===== config.mk =====
export PLATFORM = sky130hd
export DESIGN_NAME = volume_amp_ctrl
export DESIGN_NICKNAME = d
export VERILOG_FILES = /design/src/rtl/volume_amp_ctrl.sv
export SDC_FILE = /design/constraint.sdc
export NUM_CORES = 1
export LEC_CHECK = 0
export BUFFER_PORTS_ARGS = -buffer_cell sky130_fd_sc_hd__buf_4
export CAP_MARGIN = 20
export CORE_UTILIZATION = 50
export CTS_CLUSTER_DIAMETER = 60
export DETAILED_ROUTE_END_ITERATION = 8
export PLACE_DENSITY = 0.75
export SYNTH_ARGS = -nofsm -noshare
export SYNTH_HDL_FRONTEND = slang
export SYNTH_SLANG_ARGS = --single-unit

===== constraint.sdc =====
create_clock -name i_clk -period 15.2 [get_ports i_clk]
set_clock_uncertainty 0.1 [all_clocks]
set_input_delay 0 -clock i_clk [delete_from_list [all_inputs] [get_ports i_clk]]
set_output_delay 0 -clock i_clk [all_outputs]
set_load 0.005 [all_outputs]

===== src/rtl/volume_amp_ctrl.sv =====
// volume_amp_ctrl
//   Volume / mute controller driving the note generator's square-wave
//   amplitude. Button levels are edge-detected into one-cycle events, a
//   saturating volume level and a mute flag are kept, and the output
//   amplitude slews toward the target in bounded steps so that volume
//   changes do not produce audible clicks.
//
// Ports
//   i_clk         system clock
//   i_rst         synchronous reset, active high
//   i_vol_up      debounced button level, volume up
//   i_vol_down    debounced button level, volume down
//   i_mute_tgl    debounced button level, toggle mute
//   o_vol_level   current volume level, 0..VOL_MAX
//   o_muted       1 = muted (target amplitude 0)
//   o_amp_pos     signed high sample, equals the current amplitude
//   o_amp_neg     signed low sample, two's complement negation of o_amp_pos
//   o_ramp_busy   1 while the amplitude is slewing toward the target
//
// Parameters
//   VOL_MAX    highest volume level
//   VOL_INIT   volume level after reset
//   LVL_STEP   amplitude per volume level (VOL_MAX*LVL_STEP <= 32767)
//   RAMP_STEP  largest amplitude change per ramp tick
//   RAMP_DIV   clock cycles per ramp tick (>= 1)

module volume_amp_ctrl #(
  parameter int VOL_MAX   = 15,
  parameter int VOL_INIT  = 8,
  parameter int LVL_STEP  = 2000,
  parameter int RAMP_STEP = 250,
  parameter int RAMP_DIV  = 1000
) (
  input  logic        i_clk,
  input  logic        i_rst,
  input  logic        i_vol_up,
  input  logic        i_vol_down,
  input  logic        i_mute_tgl,
  output logic [3:0]  o_vol_level,
  output logic        o_muted,
  output logic [15:0] o_amp_pos,
  output logic [15:0] o_amp_neg,
  output logic        o_ramp_busy
);

  // A one-cycle tick still needs a 1-bit counter to keep the vector legal.
  localparam int               CNT_W    = (RAMP_DIV > 1) ? $clog2(RAMP_DIV) : 1;
  localparam logic [CNT_W-1:0] CNT_LAST = CNT_W'(RAMP_DIV - 1);
  localparam logic [14:0]      STEP     = 15'(RAMP_STEP);
  localparam logic [3:0]       VMAX     = 4'(VOL_MAX);
  localparam logic [3:0]       VINIT    = 4'(VOL_INIT);

  typedef enum logic {
    S_IDLE = 1'b0,
    S_RAMP = 1'b1
  } state_t;

  state_t           r_state;
  state_t           w_state_nxt;

  // Button history. Reset to 1 so a button already held during reset has
  // to be released and pressed again before it produces an event.
  logic             r_up_prev;
  logic             r_dn_prev;
  logic             r_mt_prev;

  logic [3:0]       r_vol;
  logic             r_muted;
  logic [14:0]      r_amp;     // amplitude is never negative, 15 bits suffice
  logic [CNT_W-1:0] r_cnt;

  logic             w_up_ev;
  logic             w_dn_ev;
  logic             w_mt_ev;
  logic [3:0]       w_vol_nxt;
  logic [14:0]      w_target;
  logic             w_dir_up;
  logic [14:0]      w_diff;
  logic [14:0]      w_amp_step;
  logic             w_tick;
  logic [CNT_W-1:0] w_cnt_nxt;
  logic [14:0]      w_amp_nxt;

  // ---------------------------------------------------------------------
  // Button events: one per rising level, however long the button is held
  // ---------------------------------------------------------------------
  assign w_up_ev = i_vol_up   & ~r_up_prev;
  assign w_dn_ev = i_vol_down & ~r_dn_prev;
  assign w_mt_ev = i_mute_tgl & ~r_mt_prev;

  // ---------------------------------------------------------------------
  // Volume level: simultaneous up and down events cancel each other.
  // Mute is handled separately so both can apply in the same cycle, and
  // the level keeps moving while muted so it takes effect on unmute.
  // ---------------------------------------------------------------------
  always_comb begin
    w_vol_nxt = r_vol;
    if (w_up_ev && !w_dn_ev && (r_vol < VMAX)) begin
      w_vol_nxt = r_vol + 4'd1;
    end else if (w_dn_ev && !w_up_ev && (r_vol != 4'd0)) begin
      w_vol_nxt = r_vol - 4'd1;
    end
  end

  // ---------------------------------------------------------------------
  // Target amplitude, derived from registered state only
  // ---------------------------------------------------------------------
  always_comb begin
    w_target = 15'd0;
    if (!r_muted) begin
      w_target = 15'(r_vol * LVL_STEP);
    end
  end

  // ---------------------------------------------------------------------
  // One slew step toward the target. Direction comes from the current
  // target every time, so a target change mid-ramp just redirects it; a
  // remaining distance within one step lands exactly on the target.
  // ---------------------------------------------------------------------
  always_comb begin
    w_dir_up   = (w_target > r_amp);
    w_diff     = w_dir_up ? (w_target - r_amp) : (r_amp - w_target);
    w_amp_step = w_target;
    if (w_diff > STEP) begin
      w_amp_step = w_dir_up ? (r_amp + STEP) : (r_amp - STEP);
    end
  end

  assign w_tick = (r_cnt == CNT_LAST);

  // ---------------------------------------------------------------------
  // Ramp FSM, next state and datapath controls
  // IDLE holds the divider at 0, so the first step after a target change
  // lands a full RAMP_DIV cycles after RAMP is entered.
  // ---------------------------------------------------------------------
  always_comb begin
    w_state_nxt = r_state;
    w_cnt_nxt   = '0;
    w_amp_nxt   = r_amp;
    case (r_state)
      S_IDLE: begin
        if (r_amp != w_target) begin
          w_state_nxt = S_RAMP;
        end
      end
      S_RAMP: begin
        if (r_amp == w_target) begin
          // Target reached on an earlier tick: leave, divider clears.
          w_state_nxt = S_IDLE;
        end else if (w_tick) begin
          w_amp_nxt = w_amp_step;
        end else begin
          w_cnt_nxt = r_cnt + 1'b1;
        end
      end
      default: begin
        w_state_nxt = S_IDLE;
      end
    endcase
  end

  // ---------------------------------------------------------------------
  // FSM state register
  // ---------------------------------------------------------------------
  always_ff @(posedge i_clk) begin
    if (i_rst) begin
      r_state <= S_IDLE;
    end else begin
      r_state <= w_state_nxt;
    end
  end

  // ---------------------------------------------------------------------
  // Datapath registers. Reset mid-ramp drops the amplitude to 0 at once.
  // ---------------------------------------------------------------------
  always_ff @(posedge i_clk) begin
    if (i_rst) begin
      r_up_prev <= 1'b1;
      r_dn_prev <= 1'b1;
      r_mt_prev <= 1'b1;
      r_vol     <= VINIT;
      r_muted   <= 1'b0;
      r_amp     <= 15'd0;
      r_cnt     <= '0;
    end else begin
      r_up_prev <= i_vol_up;
      r_dn_prev <= i_vol_down;
      r_mt_prev <= i_mute_tgl;
      r_vol     <= w_vol_nxt;
      r_muted   <= r_muted ^ w_mt_ev;
      r_amp     <= w_amp_nxt;
      r_cnt     <= w_cnt_nxt;
    end
  end

  // ---------------------------------------------------------------------
  // Outputs. Busy is a decode of the state register, so it is registered;
  // the low sample is a pure negation of the high sample.
  // ---------------------------------------------------------------------
  assign o_vol_level = r_vol;
  assign o_muted     = r_muted;
  assign o_amp_pos   = {1'b0, r_amp};
  assign o_amp_neg   = 16'd0 - o_amp_pos;
  assign o_ramp_busy = (r_state == S_RAMP);

endmodule


---- Word-level counts from Yosys, hierarchy flattened ----
Cells that the tools add are included.
word-level totals
  register bits after elaboration ......... 34
  output and inout port bits .............. 38
operators by class
  $add $sub $neg .......................... 8
  $mul .................................... 1
  magnitude comparators ................... 3
  equality and inequality tests ........... 3
  multiplexer cells ....................... 9
  bitwise gates (word level) .............. 9
  reduce and logical (&&, ||, !) cells .... 10
operator list
  operator               count
  $mux 15                4
  $sub 15x15->15         2
  $sub 1x15->16 const A  1
  $add 15x8->15 const B  1
  $eq 15x15->1           1
  $gt 15x15->1           1
  $gt 15x8->1 const B    1
  $ne 15x15->1           1
  $sub 15x8->15 const B  1
  $mul 4x7->11 const B   1
  $add 10x1->10 const B  1
  $eq 10x10->1 const B   1
  $mux 4                 2
  $not 1->1              5
  $add 4x1->4 const B    1
  $logic_and 1x1->1      4
  $lt 4x4->1 const B     1
  $reduce_bool 4->1      1
  $reduce_or 4->1        1
  $sub 4x1->4 const B    1
  $and 1x1->1            3
  $reduce_and 3->1       1
  $logic_not 1->1        2
  $mux 1                 2
  other kinds (3)        3

---- Depth between registers and ports, before layout ----
Gate-level depths: netlist of run 1.
  word-level depth ........................ 7
  mapped depth ............................ 30
  gate-level depth less buffers ........... 29

---- Worst setup path after synthesis of run 1 ----
No wires, ideal clock.
  path type ............................... register to register
  start ................................... register r_vol[1], in the netlist o_vol_level[1]
  end ..................................... register r_amp[11]
  library setup time ...................... 91 ps
  arrival ................................. 6176 ps
  data required time ...................... 15009 ps
  path slack .............................. 8833 ps
  stages on the path, launching flop included .. 30
  period minus slack after synthesis ...... 6367 ps
  path through ............................ dfxtp_1 -> fa_1 -> inv_1 -> fa_1 -> inv_1 -> ha_1 -> nor2b_1 -> o21ai_0 -> a21oi_1 -> o21ai_0 -> nand2_1 -> xor2_1 -> nand2b_1 -> inv_1 -> ha_1 -> buf_1 -> inv_1 -> nor2_1 -> o21ai_1 -> a211o_2 -> buf_6 -> fa_1 -> a21o_1 -> a21o_1 -> a2111oi_0 -> nor3_1 -> nor3_1 -> xnor2_1 -> o21ai_1 -> a311oi_1
between the ends
  word-level cells in the longest chain between the ends .. 6
  elaborated cells between the ends (all ways) .. 12
RTL lines
  element                                                line      RTL
  start, declared                                        67        logic [3:0] r_vol;
  start signal, assigned                                 189       r_vol <= w_vol_nxt;
  $mul 4x7->11 *                                         111       w_target = 15'(r_vol * LVL_STEP);
  $mux 15 *                                              110       if (!r_muted) begin
  $sub 15x15->15 / $gt 15x15->1 (equally long branches)  122, 121
  $mux 15                                                122       w_diff = w_dir_up ? (w_target - r_amp) : (r_amp - w_target);
  $gt 15x8->1                                            124       if (w_diff > STEP) begin
  $mux 15                                                124
  end signal, assigned                                   191       r_amp <= w_amp_nxt;
  end, declared                                          69        logic [14:0] r_amp;
Mark *: on every way between the ends. The rest lies on a longest branch, timed or not.
A chain may end at the register's enable or synchronous reset.

---- Worst setup path in the final report of run 1 ----
Ends and elaborated chain as after synthesis.

==> run summary, run 1 <==
outcome -> complete, no violations
Post-CTS Setup Bufs -> 0
Resize count post-CTS -> 0
Reg-to-Reg Start -> o_vol_level[1]
Synth Warn # -> 0
# nets final -> 639
Antenna Cells -> 0
final setup fails -> 0
minimum clock period -> 7.13 ns
Synth Flop Type -> dfxtp_1
row cnt -> 33
Core Util, Final -> 57.2%
number of global-route vias before repair -> 3773
max cap viols -> 0
Final Cycle Share -> 46.9%
Peak VDD IR -> 0.0765 mV
routability cong. -> 0.948
routing usage on met2 -> 44.0%
chip height -> 93.9 um
first drt pass iteration count -> 5
number of synthesized flops with an enable pin -> 0
Clock Root Buffer -> clkbuf_8
Synth Register Bits -> 33
# DRC -> 0
DRT antenna net count -> 0
crit-path max FO -> 23
1st-iter DRT viols -> 299
largest cells by area after synthesis -> ha_1 16%, dfxtp_1 16%, xnor2_1 6.0%
startpoint types -> flop
CORE AREA -> 0.00818 sq mm
cts hold-fix bufs -> 4
Final Max Tran Viols -> 0
Via-to-Cell Ratio -> 5.94
die span in x -> 93.9 um
Initial Utilization -> 51.6%
Synth Cell Area -> 0.00422 sq mm
synthesized area per cell -> 7.80 sq um
Setup TNS Final -> 0 ns
Max clock buf depth -> 2
first-pass GRT wire length -> 18.0 mm
post-synth cell types -> 67
pin count of the biggest net entering global routing -> 26
H-tree Lvls -> 2
# fillers -> 761
FFs w/ async S/R, synth -> 0%
Yosys top cell area share -> 15.7%
post-synth top area cell -> ha_1
Leak -> 2.09 nW
total power -> 0.000798 W
Post-Place Cells -> 664
Worst EP required -> 15.30 ns
WL/cell -> 16.5 um
pwr dens -> 171 mW/mm^2
worst hold stages -> 3
crit end category -> flop
Least-Margin Pin Slew -> 1.07 ns
grt met1 use -> 32.0%
Slew HR -> 26.9%
WP data arrival -> 7.23 ns
M3 GR Usage -> 4.45%
Post-DP HPWL -> 8.59 mm
grt total ovfl -> 0
reg2reg path depth -> 27
RSZ-0062 raised after global routing -> no
final WL -> 11.2 mm
most frequent cells in the layout -> 54 x nor2_1, 53 x ha_1, 46 x inv_1
Syn Inst Count -> 541
total global-route track usage -> 26.0%
# IOs -> 43
critical path type -> flop to flop
Hold Path Class -> input pin to flop
I/O Buffers -> 39
Via Count -> 4013
FMAX -> 140 MHz
WHS Endpoint -> r_up_prev
worst hold slack -> 0.358 ns
Clk Latency, worst-skew pair -> 0.28 ns
initial antenna violation count -> 0
CTS sink count -> 33
CTS tree -> done
R2R Path End -> r_amp[11]
commonest non-fill, non-tap cell in the layout -> nor2_1
GR peak layer -> met2
TritonCTS buffer count -> 5
Final Non-Filler Cells -> 676
Hold Startpoint -> i_vol_up
post-synthesis sequential area ratio -> 15.7%
Final Hold Fails -> 0
area grow syn2layout -> 10.8%
r2r setup slk -> 8.07 ns
die area -> 0.00881 sq mm
share of layout cells above drive strength 1 -> 12.4%
clk slew on worst S/H paths -> 0.07 ns
## layer usage
| layer | vias up | share of wire (%) |
|---|---|---|
| li1 | 1987 | - |
| met1 | 1878 | 44 |
| met2 | 125 | 48 |
| met3 | 23 | 5.1 |
| met4 | 0 | 2.8 |
| met5 | - | 0 |
## kinds of logic after synthesis
kind of cell | share of synthesized area [%]
adder cells (fa/ha/maj) | 20.5
AND/OR/NAND/NOR | 23.2
buffers and inverters | 7.38
AO/OA/AOI/OAI | 23.2
other | 0.0889
flip-flops | 15.7
multiplexers | 0.978
XOR/XNOR | 9.13
## report_power, final
part | internal, W | total [W] | switching, W
clock | 0.0000477 | 0.0000811 | 0.0000334
combinational | 0.000233 | 0.000619 | 0.000386
sequential | 0.0000899 | 0.0000976 | 0.00000768
total | 0.000371 | 0.000798 | 0.000427
## state kept, by name (all words and copies together), names as in the netlist
register / cells
r_cnt: 10
r_amp: 14
o_vol_level: 4
o_ramp_busy: 1
r_mt_prev: 1
r_up_prev: 1
o_muted: 1
r_dn_prev: 1
## metrics by stage
| step | area [sq um] | worst slack, ns |
|---|---|---|
| after floorplan | 4230 | 8.83 |
| after global placement | 4520 | 8.50 |
| after detailed placement | 4520 | 8.17 |
| after CTS | 4670 | 8.06 |
| after global routing | 4680 | 7.53 |
| final | 4680 | 8.07 |
## how the worst max path moves through the flow
stage                      endpoint  depth (start not counted)      startpoint  slack, ns
final                     r_amp[11]                         27  o_vol_level[1]       8.07
after global routing       r_amp[9]                         27  o_vol_level[1]       7.53
after CTS                 r_amp[11]                         27  o_vol_level[1]       8.06
after detailed placement  r_amp[11]                         27  o_vol_level[1]       8.17
after global placement    r_amp[11]                         27  o_vol_level[1]       8.50
after floorplan           r_amp[11]                         29  o_vol_level[1]       8.83
## worst max-delay path, stage by stage (launching register included)
cell and delay, ns:
dfxtp_1 0.44, fa_1 0.65, inv_1 0.10, fa_1 0.50
inv_1 0.05, ha_1 0.32, nor2b_1 0.15, o21ai_0 0.27
a21oi_1 0.11, o21ai_0 0.15, nand2_1 0.08, xor2_1 0.14
nand2b_1 0.11, inv_1 0.05, ha_1 0.43, nand3_1 0.17
nor4_4 0.34, a211o_2 0.43, inv_2 0.16, ha_1 0.38
a21o_1 0.19, a21o_1 0.21, a2111oi_0 0.60, nor3_1 0.16
nor3_1 0.26, xnor2_1 0.14, o21ai_1 0.08, a311oi_1 0.26
## cells in the mapped netlist (5+ instances only)
| library cell | number |
|---|---|
| nor2_1 | 54 |
| ha_1 | 53 |
| inv_1 | 46 |
| dfxtp_1 | 33 |
| xnor2_1 | 29 |
| nand3_1 | 28 |
| nand2_1 | 26 |
| a21oi_1 | 24 |
| o21ai_0 | 21 |
| nor3_1 | 17 |
| a21o_1 | 15 |
| xor2_1 | 15 |
| nand2b_1 | 12 |
| clkbuf_1 | 10 |
| fa_1 | 10 |
| and3_1 | 8 |
| or2_2 | 8 |
| a311oi_1 | 7 |
| o21ai_1 | 7 |
| a211oi_1 | 6 |
| nor2b_1 | 6 |
| o211ai_1 | 6 |
| o21bai_1 | 6 |
| or3_1 | 6 |
| a31oi_1 | 5 |
| buf_2 | 5 |
| nor4_1 | 5 |
## cell type report
class | instances | area, sq um | area share [%]
Sequential cell | 33 | 661 | 14.1
Clock buffer | 5 | 68.8 | 1.47
Timing Repair Buffer | 45 | 348 | 7.44
Tap cell | 105 | 131 | 2.81
Multi-Input combinational cell | 439 | 3260 | 69.6
Inverter | 47 | 176 | 3.77
Clock inverter | 2 | 35.0 | 0.749
Note: power is estimated with default switching activity, not from simulation.
==> run 2: changes to the inputs <==
--- a/config.mk
+++ b/config.mk
@@ -10,7 +10,7 @@
 export CORE_UTILIZATION = 50
 export CTS_CLUSTER_DIAMETER = 60
 export DETAILED_ROUTE_END_ITERATION = 8
-export PLACE_DENSITY = 0.75
+export PLACE_DENSITY = 0.78
 export SYNTH_ARGS = -nofsm -noshare
 export SYNTH_HDL_FRONTEND = slang
 export SYNTH_SLANG_ARGS = --single-unit
==> constraint.sdc (replaced) <==
create_clock -name i_clk -period 5.8 [get_ports i_clk]
set_clock_uncertainty 0.1 [all_clocks]
set_input_delay 0 -clock i_clk [delete_from_list [all_inputs] [get_ports i_clk]]
set_output_delay 0 -clock i_clk [all_outputs]
set_load 0.005 [all_outputs]
==> run 2 against run 1 <==
Clock power rose to 2.6 times the previous value. Core utilization rose by 5.9 points. First-iteration DRC count rose by 35%. Setup slack got worse by 8.0 ns. Die area did not move. Register-to-register slack got worse by 8.0 ns. Total power rose to 3.1 times the previous value. Global-route usage rose by 1.7 points. Via count rose by 8.0%. Count of clock-buffer cells in the layout rose by 1. Sequential share of layout area fell by 1.1 points.
==> run summary, run 2 (synthesized netlist as in run 1, its figures left out) <==
WP data arrival -> 5.81 ns (-1.42 ns)
outcome -> complete, no violations
Post-Place Cells -> 695 (+4.7%)
WL/cell -> 16.8 um (+1.9%)
sequential power share -> 10.0% (-2.2 points)
Max clock buf depth -> 2 (unchanged)
crit end category -> flop
# DRC -> 0 (unchanged)
critical path type -> flop to flop
CORE AREA -> 0.00818 sq mm (unchanged)
I/O Buffers -> 39 (unchanged)
Peak VDD IR -> 0.261 mV (+240%)
final WL -> 12.1 mm (+7.9%)
Leak -> 2.30 nW (+10%)
# fillers -> 710 (-6.7%)
area grow syn2layout -> 22.2%
number of global-route vias before repair -> 4131 (+9.5%)
die area -> 0.00881 sq mm (unchanged)
Final Max Tran Viols -> 0 (unchanged)
Initial Utilization -> 51.6% (unchanged)
row cnt -> 33 (unchanged)
Comb pwr share -> 81.4% (+3.8 points)
Final Cycle Share -> 99.0% (+52 points)
Hold Startpoint -> i_vol_down
worst hold slack -> 0.342 ns (-0.0166 ns)
pwr dens -> 484 mW/mm^2 (+180%)
RSZ-0062 raised after global routing -> yes
Clk Latency, worst-skew pair -> 0.30 ns (+0.02 ns)
Crit path largest cell delay -> 0.54 ns (-0.11 ns)
chip height -> 93.9 um (unchanged)
P_sw -> 0.00129 W (+200%)
final setup fails -> 0 (unchanged)
TritonCTS buffer count -> 5 (unchanged)
Worst EP required -> 5.87 ns (-9.43 ns)
crit-path max FO -> 20 (-13%)
Clock Root Buffer -> clkbuf_8
CTS sink count -> 33 (unchanged)
Antenna Cells -> 0 (unchanged)
switching part of the total -> 51.6% (-1.9 points)
Slew HR -> 45.2% (+18 points)
# IOs -> 43 (unchanged)
Final Non-Filler Cells -> 716 (+5.9%)
Buf/Inv on CP -> 3 (-1)
post-route cell area -> 0.00516 sq mm (+10%)
clk slew on worst S/H paths -> 0.08 ns (about the same)
total global-route track usage -> 27.7% (+1.7 points)
Crit path max-delay family -> compound AO/OA/AOI/OAI gates
placed inst area -> 0.00482 sq mm (+6.6%)
pin count of the biggest net entering global routing -> 26 (unchanged)
max cap viols -> 0 (unchanged)
startpoint types -> flop
Critical Path Source -> o_vol_level[1]
Post-DP HPWL -> 9.09 mm (+5.8%)
clock share of power -> 8.6% (-1.6 points)
CTS tree -> done
first drt pass iteration count -> 5 (unchanged)
Largest register FFs -> 14 (unchanged)
Reg-to-Reg Start -> o_vol_level[1]
Least-Margin Pin Slew -> 0.802 ns (-0.266 ns)
Core Util, Final -> 63.1% (+5.9 points)
routability cong. -> 1.00 (+5.7%)
internal power -> 0.00121 W (+230%)
Final Hold Fails -> 0 (unchanged)
share of layout cells above drive strength 1 -> 22.3% (+9.8 points)
total power -> 0.00250 W (+210%)
Hold Path Class -> input pin to flop
FMAX -> 174 MHz (+24%)
most frequent cells in the layout -> 79 x buf_4, 54 x nor2_1, 47 x ha_1
DRT antenna net count -> 0 (unchanged)
commonest non-fill, non-tap cell in the layout -> buf_4
register with the most flip-flops -> r_amp
minimum clock period -> 5.74 ns (-1.38 ns)
first-pass GRT wire length -> 19.3 mm (+7.2%)
Via-to-Cell Ratio -> 6.06 (+2.0%)
die span in x -> 93.9 um (unchanged)
Via Count -> 4336 (+8.0%)
grt total ovfl -> 0 (unchanged)
initial antenna violation count -> 0 (unchanged)
H-tree Lvls -> 2 (unchanged)
1st-iter DRT viols -> 404 (+35%)
# nets final -> 678 (+6.1%)
Crit-path slowest cell -> fa_1
run 2: cell type report:
| class | count | area (sq um) | share of cell area [%] |
|---|---|---|---|
| well taps | 105 | 131 | 2.55 |
| inverters | 47 | 179 | 3.47 |
| clock inverters | 2 | 16.3 | 0.315 |
| repair buffers | 84 | 644 | 12.5 |
| multi-input cells | 439 | 3420 | 66.4 |
| clock buffers | 6 | 93.8 | 1.82 |
| flip-flops and latches | 33 | 669 | 13.0 |
run 2: metrics by stage:
step	worst slack, ns	TNS [ns]
3_5_place_dp	-0.167	-0.533
6_report	0.0570	0
2_1_floorplan	0.0697	0
5_1_grt	-0.226	-0.911
3_3_place_gp	0.0296	0
4_1_cts	-0.0329	-0.0329
run 2: timing repair:
item                       CTS  global route
hold buffers                 4             0
setup buffers                7             2
gates resized for setup     11            11
hold endpoints to repair    16             0
setup endpoints to repair    5            11
pin swaps                   22             8
gates cloned                 0             0
run 2: power groups by stage:
| stage | Clock (W) | Sequential, W | Combinational [W] |
|---|---|---|---|
| 2_1_floorplan | 0 | 0.000255 | 0.00138 |
| 3_3_place_gp | 0 | 0.000254 | 0.00174 |
| 3_5_place_dp | 0 | 0.000254 | 0.00180 |
| 4_1_cts | 0.000218 | 0.000250 | 0.00190 |
| 5_1_grt | 0.000226 | 0.000251 | 0.00222 |
| 6_report | 0.000214 | 0.000250 | 0.00203 |
run 2: final timing paths:
check	to	slack, ns	cells past startpoint
max	r_amp[14]	0.06	26
min	r_dn_prev	0.34	3
max reg2reg	r_amp[14]	0.06	26
min reg2reg	r_cnt[0]	0.37	1
run 2: tightest hold or removal path: stages:
cell           delay (ns)
dlygate4sd3_1        0.52
buf_4                0.10
or2_2                0.09
run 2: per-layer routing:
layer  wire length (um)  track usage, %  vias to the layer above
met2               5910            48.4                      180
li1                   -               -                     2065
met1               4940            32.2                     2042
met3                730            5.66                       49
met4                468            12.7                        0
met5                  0               0                        -
==> run 3: changes to the inputs <==
--- a/config.mk
+++ b/config.mk
@@ -5,10 +5,12 @@
 export SDC_FILE = /design/constraint.sdc
 export NUM_CORES = 1
 export LEC_CHECK = 0
+export ABC_AREA = 1
 export BUFFER_PORTS_ARGS = -buffer_cell sky130_fd_sc_hd__buf_4
 export CAP_MARGIN = 20
 export CORE_UTILIZATION = 50
 export CTS_CLUSTER_DIAMETER = 60
+export CTS_CLUSTER_SIZE = 28
 export DETAILED_ROUTE_END_ITERATION = 8
 export PLACE_DENSITY = 0.78
 export SYNTH_ARGS = -nofsm -noshare
==> run 3 against run 2 <==
Die area is 4.0% higher. Flip-flop and latch count stayed put. Register-to-register slack better by 0.23 ns. Final cell count is 20% higher. Synthesized area is 4.1% higher. Via count is 8.1% higher. Combinational power is 32% lower.
==> run summary, run 3 <==
Comb pwr share -> 77.4% (-4.0 points)
Synth Register Bits -> 33 (unchanged)
# nets final -> 819 (+21%)
CP dominant cell by count -> nand2_1
die area -> 0.00917 sq mm (+4.0%)
chip height -> 95.7 um (+2.0%)
Slew HR -> 44.6% (-0.53 points)
area grow syn2layout -> 16.5%
post-route cell area -> 0.00512 sq mm (-0.73%)
Core Util, Final -> 61.4% (-1.7 points)
Crit path max-delay family -> adder cells
Leak -> 2.67 nW (+16%)
commonest non-fill, non-tap cell in the layout -> nand2_1
clk slew on worst S/H paths -> 0.07 ns (about the same)
Via Count -> 4689 (+8.1%)
Post-DP HPWL -> 10.0 mm (+10%)
Synth Warn # -> 0 (unchanged)
internal power -> 0.000815 W (-32%)
Worst EP required -> 5.92 ns (+0.05 ns)
outcome -> complete, no violations
post-synth cell types -> 43 (-36%)
Antenna Cells -> 0 (unchanged)
Clk Latency, worst-skew pair -> 0.28 ns (-0.02 ns)
clock share of power -> 9.3% (+0.7 points)
r2r setup slk -> 0.28 ns (+0.23 ns)
CTS sink count -> 33 (unchanged)
Max clock buf depth -> 2 (unchanged)
final setup fails -> 0 (unchanged)
startpoint types -> flop
Post-Place Cells -> 841 (+21%)
CORE AREA -> 0.00834 sq mm (+2.0%)
# DRC -> 0 (unchanged)
Hold Path Class -> input pin to flop
final WL -> 12.5 mm (+3.9%)
most frequent cells in the layout -> 189 x nand2_1, 104 x inv_1, 59 x nand3_1
1st-iter DRT viols -> 255 (-37%)
WP data arrival -> 5.64 ns (-0.17 ns)
Final Hold Fails -> 0 (unchanged)
switching part of the total -> 54.4% (+2.7 points)
grt total ovfl -> 0 (unchanged)
Synth Flop Type -> dfxtp_1
share of layout cells above drive strength 1 -> 14.0% (-8.3 points)
Via-to-Cell Ratio -> 5.47 (-9.7%)
largest cells by area after synthesis -> nand2_1 16%, ha_1 15%, dfxtp_1 15%
number of global-route vias before repair -> 4343 (+5.1%)
register with the most flip-flops -> r_amp
max cap viols -> 0 (unchanged)
pin count of the biggest net entering global routing -> 21 (-19%)
routability cong. -> 0.937 (-6.5%)
Crit-path slowest cell -> fa_1
FFs w/ async S/R, synth -> 0% (unchanged)
initial antenna violation count -> 0 (unchanged)
Final Cycle Share -> 95.1% (-3.9 points)
Peak VDD IR -> 0.232 mV (-11%)
Yosys top cell area share -> 16.1% (+0.44 points)
# IOs -> 43 (unchanged)
number of synthesized flops with an enable pin -> 0 (unchanged)
critical path type -> flop to flop
first-pass GRT wire length -> 19.8 mm (+2.6%)
Clock Root Buffer -> clkbuf_8
Least-Margin Pin Slew -> 0.827 ns (+0.0256 ns)
Final Non-Filler Cells -> 857 (+20%)
minimum clock period -> 5.52 ns (-0.226 ns)
Initial Utilization -> 52.7% (+1.0 points)
placed inst area -> 0.00482 sq mm (-0.10%)
post-synthesis sequential area ratio -> 15.0% (-0.62 points)
die span in x -> 95.7 um (+2.0%)
Syn Inst Count -> 698 (+29%)
Post-synth top cells -> 189 x nand2_1, 104 x inv_1, 61 x nand3_1
post-synth top area cell -> nand2_1
row cnt -> 33 (unchanged)
Buf/Inv on CP -> 7 (+4)
pwr dens -> 349 mW/mm^2 (-28%)
Largest register FFs -> 14 (unchanged)
Final Max Tran Viols -> 0 (unchanged)
sequential power share -> 13.3% (+3.3 points)
first drt pass iteration count -> 7 (+2)
synthesized area per cell -> 6.29 sq um (-19%)
FMAX -> 181 MHz (+4.1%)
total global-route track usage -> 28.0% (+0.27 points)
most numerous cell in the Yosys netlist -> nand2_1
WL/cell -> 14.6 um (-13%)
crit end category -> flop
P_sw -> 0.000971 W (-25%)
TritonCTS buffer count -> 5 (unchanged)
H-tree Lvls -> 2 (unchanged)
Synth Cell Area -> 0.00439 sq mm (+4.1%)
Crit path largest cell delay -> 0.56 ns (+0.02 ns)
worst hold slack -> 0.355 ns (+0.0128 ns)
crit-path max FO -> 8 (-60%)
I/O Buffers -> 39 (unchanged)
CTS tree -> done
DRT antenna net count -> 0 (unchanged)
-- run 3: worst paths after layout --
check	startpoint	endpoint	cells past startpoint
max reg2reg	o_vol_level[3]	r_amp[12]	32
max	o_vol_level[3]	r_amp[12]	32
min reg2reg	r_cnt[0]	r_cnt[0]	1
min	i_vol_up	r_up_prev	4
-- run 3: final cells by class --
| class | instances | area (sq um) |
|---|---|---|
| clock buffers | 7 | 76.3 |
| clock inverters | 1 | 7.51 |
| fillers | 799 | 3220 |
| inverters | 109 | 409 |
| multi-input cells | 542 | 3360 |
| flip-flops and latches | 33 | 661 |
| well taps | 105 | 131 |
| repair buffers | 60 | 473 |
-- run 3: worst reg2reg max path, delay by kind of cell (launching register included) --
family                   cells  cell delay [ns]
flip-flops                   1             0.33
AND/OR/NAND/NOR             15             1.78
adder cells (fa/ha/maj)      5             1.92
AO/OA/AOI/OAI                4             0.59
XOR/XNOR                     1             0.18
buffers and inverters        7             0.57
-- run 3: cell families (layout without fill, tap and decap cells) --
| logic type | count (synthesis) | in the layout | share of synthesized area, % |
|---|---|---|---|
| xor+xnor | 29 | 29 | 5.78 |
| simple gates | 368 | 368 | 37.6 |
| mux | 1 | 1 | 0.228 |
| other cells | 1 | 3 | 0.0854 |
| buf+inv | 125 | 177 | 11.7 |
| flops | 33 | 33 | 15.0 |
| compound gates | 78 | 78 | 9.88 |
| fa+ha+maj | 63 | 63 | 19.7 |
-- run 3: power by group through the flow --
stage	registers [W]	clock network [W]	logic [W]
6_report	0.000237	0.000166	0.00138
5_1_grt	0.000238	0.000179	0.00153
4_1_cts	0.000237	0.000169	0.00124
3_5_place_dp	0.000242	0	0.00123
3_3_place_gp	0.000242	0	0.00121
2_1_floorplan	0.000245	0	0.000959
-- run 3: per-stage QoR --
stage                     power, W  setup slack, ns  TNS, ns
after CTS                  0.00165           0.0377        0
after global routing       0.00195          -0.0824   -0.315
after floorplan            0.00120            0.403        0
final                      0.00179            0.283        0
after global placement     0.00145            0.183        0
after detailed placement   0.00148           0.0601        0
-- run 3: timing repair --
item / 4_1_cts / 5_1_grt
gates resized for setup: 0 / 28
hold buffers: 6 / 0
setup buffers: 0 / 2
hold endpoints to repair: 22 / 0
setup endpoints to repair: 0 / 14
-- run 3: metal layers --
metal  track usage (%)  up-vias  routed length [um]
li1                  -     2346                   -
met1              36.3     2169                5590
met2              48.1      146                5950
met3              2.05       28                 585
met4              10.9        0                 386
met5                 0        -                   0
